==> src/rtl/score_control.sv <==
`default_nettype none
// ============================================================================
// score_control : penalty-shootout referee; alternates shoot/keep turns,
//                 keeps both scores, detects early/sudden-death/draw decisions.
// Revision      : 1.0
// ============================================================================
module score_control #(
    parameter int ROUNDS     = 5,
    parameter int MAX_ROUNDS = 15
) (
    input  logic       clk,
    input  logic       rst,
    input  logic       match_start,
    input  logic       shooter_done,
    input  logic       shooter_scored,
    input  logic       keeper_done,
    input  logic       keeper_conceded,
    output logic [3:0] player_score,
    output logic [3:0] cpu_score,
    output logic [3:0] round_num,
    output logic       turn,
    output logic       sudden_death,
    output logic       match_over,
    output logic       player_won,
    output logic       draw
);

    localparam logic [3:0] c_ROUNDS     = 4'(ROUNDS);
    localparam logic [3:0] c_MAX_ROUNDS = 4'(MAX_ROUNDS);

    typedef enum logic [2:0] {
        S_IDLE  = 3'd0,
        S_SHOOT = 3'd1,
        S_KEEP  = 3'd2,
        S_CHECK = 3'd3,
        S_DONE  = 3'd4
    } state_t;

    state_t     r_state, w_state_nxt;
    state_t     r_ret,   w_ret_nxt;
    logic [3:0] r_pkicks, w_pkicks_nxt;
    logic [3:0] r_ckicks, w_ckicks_nxt;
    logic [3:0] r_pscore, w_pscore_nxt;
    logic [3:0] r_cscore, w_cscore_nxt;
    logic [3:0] r_round,  w_round_nxt;
    logic       r_turn,   w_turn_nxt;
    logic       r_sd,     w_sd_nxt;
    logic       r_over,   w_over_nxt;
    logic       r_won,    w_won_nxt;
    logic       r_draw,   w_draw_nxt;

    logic [3:0] w_rem_p, w_rem_c;
    logic       w_in_reg, w_reg_decided, w_round_done, w_decided;

    function automatic logic [3:0] f_sat_inc(input logic [3:0] v);
        return (v == 4'hF) ? v : v + 4'd1;
    endfunction

    // Remaining kicks are only meaningful inside regulation; outside it the
    // wrapped values are masked by w_in_reg.
    assign w_in_reg      = (r_pkicks <= c_ROUNDS) && (r_ckicks <= c_ROUNDS);
    assign w_rem_p       = c_ROUNDS - r_pkicks;
    assign w_rem_c       = c_ROUNDS - r_ckicks;
    assign w_reg_decided = w_in_reg && ((r_pscore > r_cscore + w_rem_c) ||
                                        (r_cscore > r_pscore + w_rem_p));
    assign w_round_done  = (r_pkicks == r_ckicks) && (r_pkicks >= c_ROUNDS);
    assign w_decided     = w_reg_decided ||
                           (w_round_done && ((r_pscore != r_cscore) ||
                                             (r_round == c_MAX_ROUNDS)));

    always_comb begin
        w_state_nxt  = r_state;
        w_ret_nxt    = r_ret;
        w_pkicks_nxt = r_pkicks;
        w_ckicks_nxt = r_ckicks;
        w_pscore_nxt = r_pscore;
        w_cscore_nxt = r_cscore;
        w_round_nxt  = r_round;
        w_turn_nxt   = r_turn;
        w_over_nxt   = r_over;
        w_won_nxt    = r_won;
        w_draw_nxt   = r_draw;

        if (match_start) begin
            w_state_nxt  = S_SHOOT;
            w_ret_nxt    = S_KEEP;
            w_pkicks_nxt = 4'd0;
            w_ckicks_nxt = 4'd0;
            w_pscore_nxt = 4'd0;
            w_cscore_nxt = 4'd0;
            w_round_nxt  = 4'd1;
            w_turn_nxt   = 1'b0;
            w_over_nxt   = 1'b0;
            w_won_nxt    = 1'b0;
            w_draw_nxt   = 1'b0;
        end else begin
            case (r_state)
                S_SHOOT: if (shooter_done) begin
                    w_pkicks_nxt = f_sat_inc(r_pkicks);
                    if (shooter_scored) w_pscore_nxt = f_sat_inc(r_pscore);
                    w_state_nxt  = S_CHECK;
                    w_ret_nxt    = S_KEEP;
                end
                S_KEEP: if (keeper_done) begin
                    w_ckicks_nxt = f_sat_inc(r_ckicks);
                    if (keeper_conceded) w_cscore_nxt = f_sat_inc(r_cscore);
                    w_state_nxt  = S_CHECK;
                    w_ret_nxt    = S_SHOOT;
                end
                S_CHECK: begin
                    if (w_decided) begin
                        w_state_nxt = S_DONE;
                        w_over_nxt  = 1'b1;
                        w_won_nxt   = (r_pscore > r_cscore);
                        w_draw_nxt  = (r_pscore == r_cscore);
                    end else begin
                        w_state_nxt = r_ret;
                        w_turn_nxt  = (r_ret == S_KEEP);
                        if (r_ret == S_SHOOT) w_round_nxt = f_sat_inc(r_round);
                    end
                end
                S_IDLE, S_DONE: ;
                default: w_state_nxt = S_IDLE;
            endcase
        end

        w_sd_nxt = (w_state_nxt != S_IDLE) && (w_round_nxt > c_ROUNDS);
    end

    always_ff @(posedge clk or negedge rst) begin
        if (!rst) begin
            r_state  <= S_IDLE;
            r_ret    <= S_KEEP;
            r_pkicks <= 4'd0;
            r_ckicks <= 4'd0;
            r_pscore <= 4'd0;
            r_cscore <= 4'd0;
            r_round  <= 4'd0;
            r_turn   <= 1'b0;
            r_sd     <= 1'b0;
            r_over   <= 1'b0;
            r_won    <= 1'b0;
            r_draw   <= 1'b0;
        end else begin
            r_state  <= w_state_nxt;
            r_ret    <= w_ret_nxt;
            r_pkicks <= w_pkicks_nxt;
            r_ckicks <= w_ckicks_nxt;
            r_pscore <= w_pscore_nxt;
            r_cscore <= w_cscore_nxt;
            r_round  <= w_round_nxt;
            r_turn   <= w_turn_nxt;
            r_sd     <= w_sd_nxt;
            r_over   <= w_over_nxt;
            r_won    <= w_won_nxt;
            r_draw   <= w_draw_nxt;
        end
    end

    assign player_score = r_pscore;
    assign cpu_score    = r_cscore;
    assign round_num    = r_round;
    assign turn         = r_turn;
    assign sudden_death = r_sd;
    assign match_over   = r_over;
    assign player_won   = r_won;
    assign draw         = r_draw;

endmodule
`default_nettype wire

==> config.mk <==
export PLATFORM = sky130hd
export DESIGN_NAME = score_control
export DESIGN_NICKNAME = d
export VERILOG_FILES = /design/src/rtl/score_control.sv
export SDC_FILE = /design/constraint.sdc
export NUM_CORES = 1
export LEC_CHECK = 0
export BUFFER_PORTS_ARGS = -buffer_cell sky130_fd_sc_hd__buf_2
export CORE_MARGIN = 4
export CORE_UTILIZATION = 59
export DETAILED_ROUTE_END_ITERATION = 7
export GPL_TIMING_DRIVEN = 0
export PLACE_DENSITY = 0.9
export SLEW_MARGIN = 20
export SYNTH_ARGS = -nofsm -noshare
export SYNTH_HDL_FRONTEND = slang
export SYNTH_SLANG_ARGS = --single-unit
==> constraint.sdc <==
create_clock -name clk -period 4.5 [get_ports clk]
set_input_delay 0.9 -clock clk [delete_from_list [all_inputs] [get_ports clk]]
set_output_delay 0.9 -clock clk [all_outputs]
set_load 0.02 [all_outputs]
==> results_dict.tcl <==
set metrics [dict create \
    outcome "complete, no violations" \
    holdCritStartpoint "r_ret[0]" \
    synth_async_sr_flop_share_pct 100 \
    syn_nets 271 \
    synthCells 233 \
    placementRows 21 \
    synth_flop_cell "dfrtp_1" \
    pwr_density_cell_nw_per_um2 274 \
    crit_start "player_score[1]" \
    antenna_left 0 \
    grt_pass1_wl_mm 8.16 \
    synth_top_area_share_pct 32.9 \
    drtIter0Drc 110 \
    max_freq_ghz 0.277 \
    regToRegStartpoint "player_score[1]" \
    vdd_ir_drop_max_mv 0.143 \
    synth_cell_types 44 \
    ctsHoldBuffers 0 \
    p_int_uw 471 \
    dieHeight_um 69.1 \
    cp.required_ns 4.71 \
    via_per_inst 5.64 \
    start_util_pct 63.6 \
    port_buffers 23 \
    start_kind "flip-flop" \
    fin_nets 301 \
    clkPwrFrac_pct 33.0 \
    grt_use_total_pct 21.2 \
    pwr-share-comb_pct 22.0 \
    switching_share_pct 30.4 \
    grt_pass1_vias 1799 \
    drv_slew 0 \
    vias 1747 \
    die_area_um2 4780 \
    cts_buffers 5 \
    wl_mm 4.66 \
    tightest_slew_ns 0.679 \
    dp_hpwl_mm 3.51 \
    insertion_delay_ns 0.29 \
    path_clk_slew_ns 0.06 \
    worst_hold_path_type "reg2reg" \
    p_seq_share_pct 45.0 \
    switchingPower_uw 206 \
    first_pass_iters 4 \
    avgSynthCellArea_um2 9.46 \
    antenna_cells 0 \
    final_layout_size_suffix_gt1_share_pct 17.8 \
    fin_crit_sh_pct 80.2 \
    die_w_um 69.1 \
    cp-end-kind "flip-flop" \
    yosysWarnings 0 \
    area_growth_syn_to_layout_pct 12.0 \
    rsz0062_at_grt "no" \
    synthTopCellsByArea "dfrtp_1, ha_1, xnor2_1" \
    power.static_leakage_uw 0.00122 \
    path_class "reg2reg" \
    wl_per_cell_um 15.0 \
    cts_setup_buffers 0 \
    antenna_found_initial 0 \
    max-cap-violations 0 \
    ff2ff_setup_slack_ns 0.89 \
    cts_tree "done" \
    path_max_fanout 10 \
    root_buffer "clkbuf_8" \
    finalClockSkew_ns 0.00275 \
    worstPathArrival_ns 3.81 \
    coreArea_um2 3470 \
    cts_resized 0 \
    hold_violations 0 \
    setup_tns_ns 0 \
    syn_area_um2 2200 \
    grt_max_degree 31 \
    relSlewSlack_pct 54.4 \
    remaining_drc_errors 0 \
    fin_crit_ns 3.61 \
    yosys.area.top_type "dfrtp_1" \
    fillers 273 \
    pin_count 24 \
    finalSetupViolations 0 \
    cts_num_sinks 30 \
    synth_edf_count 0 \
    seq_area_um2 752 \
    grt.overflow.total 0 \
    clockBufferDepth 2 \
    final_util_pct 71.2 \
    multi_input_area_um2 1290 \
    whs_ns 0.508 \
    synth-seq-cells 30 \
    place_congestion 0.798 \
    yosysSeqAreaShare_pct 34.1 \
    h-tree-depth 2 \
]
cells in the mapped netlist, drive strengths merged, types with 3 or more instances:
library cell  number
a21oi             10
xnor2             15
nor3               5
xor2               6
nand3              6
inv               27
dfrtp             29
ha                29
mux2i              3
a211oi             3
a31oi              5
nand2             15
clkbuf             5
o21ai              4
buf                3
nor2              24
nand2b             7
nand4              7
state kept, by name, summed over array words and instances, names as in the netlist:
register	flops
r_ckicks	4
sudden_death	1
cpu_score	4
r_ret	2
r_state	3
round_num	4
turn	1
match_over	1
player_score	4
draw	1
player_won	1
r_pkicks	4
kinds of logic after synthesis:
family,count (synthesis),synth area share (%)
AOI/OAI and AO/OA,35,11.7
xor gates and xnor gates,21,8.34
adders and majority gates,31,18.3
buffers and inverters,35,7.21
DFF,30,34.1
muxes,5,2.38
and+or+nand+nor,76,17.9
power by group through the flow:
stage	sequential [uW]	clock, uW	combinational [uW]
2_1_floorplan	310	0	104
3_3_place_gp	309	0	141
5_1_grt	307	245	171
3_5_place_dp	309	0	149
4_1_cts	304	230	150
6_report	304	223	149
cells in the final DEF (no fill, tap or decap), types with 2 or more instances in the layout:
cell | netlist | layout
a211oi_1 | 3 | 3
buf_6 | 2 | 2
mux2i_1 | 3 | 3
nand2_1 | 15 | 15
a2111oi_2 | 2 | 2
and3_1 | 2 | 2
nand2b_1 | 6 | 6
a21oi_1 | 10 | 10
xnor2_1 | 15 | 15
fa_1 | 2 | 2
dfrtp_1 | 29 | 29
ha_1 | 29 | 29
clkbuf_1 | 4 | 5
buf_2 | 0 | 23
clkbuf_8 | 0 | 6
a31oi_1 | 5 | 5
nor3_1 | 4 | 4
nor2b_1 | 2 | 2
nand3_1 | 6 | 6
xor2_1 | 6 | 6
a211o_1 | 2 | 2
inv_1 | 27 | 27
mux2_2 | 2 | 2
nand4_1 | 7 | 7
o21ai_0 | 4 | 4
a21boi_0 | 2 | 2
nor2_1 | 24 | 24
and3b_1 | 2 | 2
per-stage QoR:
step           setup WS [ns]  cell area (um2)  cells  power [uW]
2_1_floorplan           1.14             2200    233         415
4_1_cts                0.865             2470    310         684
3_3_place_gp            1.04             2380    302         450
6_report               0.892             2470    310         677
5_1_grt                0.705             2470    310         723
3_5_place_dp           0.868             2380    302         457
path summary, 6_finish.rpt:
kind,endpoint,depth (start not counted)
min in group asynchronous,cpu_score[3],1
min,r_state[0],2
min reg2reg,r_state[0],2
max reg2reg,sudden_death,15
max,sudden_death,15
max in group asynchronous,r_ckicks[1],1
worst max-delay path, stage by stage, from the launching register on:
cell       delay [ns]
dfrtp_1          0.50
inv_1            0.09
ha_1             0.29
inv_1            0.04
ha_1             0.20
fa_1             0.47
inv_1            0.04
ha_1             0.32
and3b_1          0.22
a2111oi_2        0.32
o22a_2           0.26
o21a_4           0.15
buf_8            0.12
a31oi_1          0.07
a211o_1          0.29
a32oi_1          0.15
layout make-up:
class	instances	share of cell area, %
Timing Repair Buffer	23	4.66
Tap cell	46	2.33
Buffer	8	2.33
Multi-Input combinational cell	168	52.4
Sequential cell	30	30.5
Inverter	27	4.11
Clock inverter	1	0.203
Clock buffer	7	3.50
layer usage:
layer | vias to the layer above | wire length (um) | share of wire (%) | track usage (%)
li1 | 856 | - | - | -
met1 | 839 | 2010 | 43 | 25.2
met2 | 38 | 2310 | 50 | 35.1
met3 | 14 | 210 | 4.5 | 5.81
met4 | 0 | 129 | 2.8 | 10.6
met5 | - | 0 | 0 | 0
(Power assumes the default switching activity.)
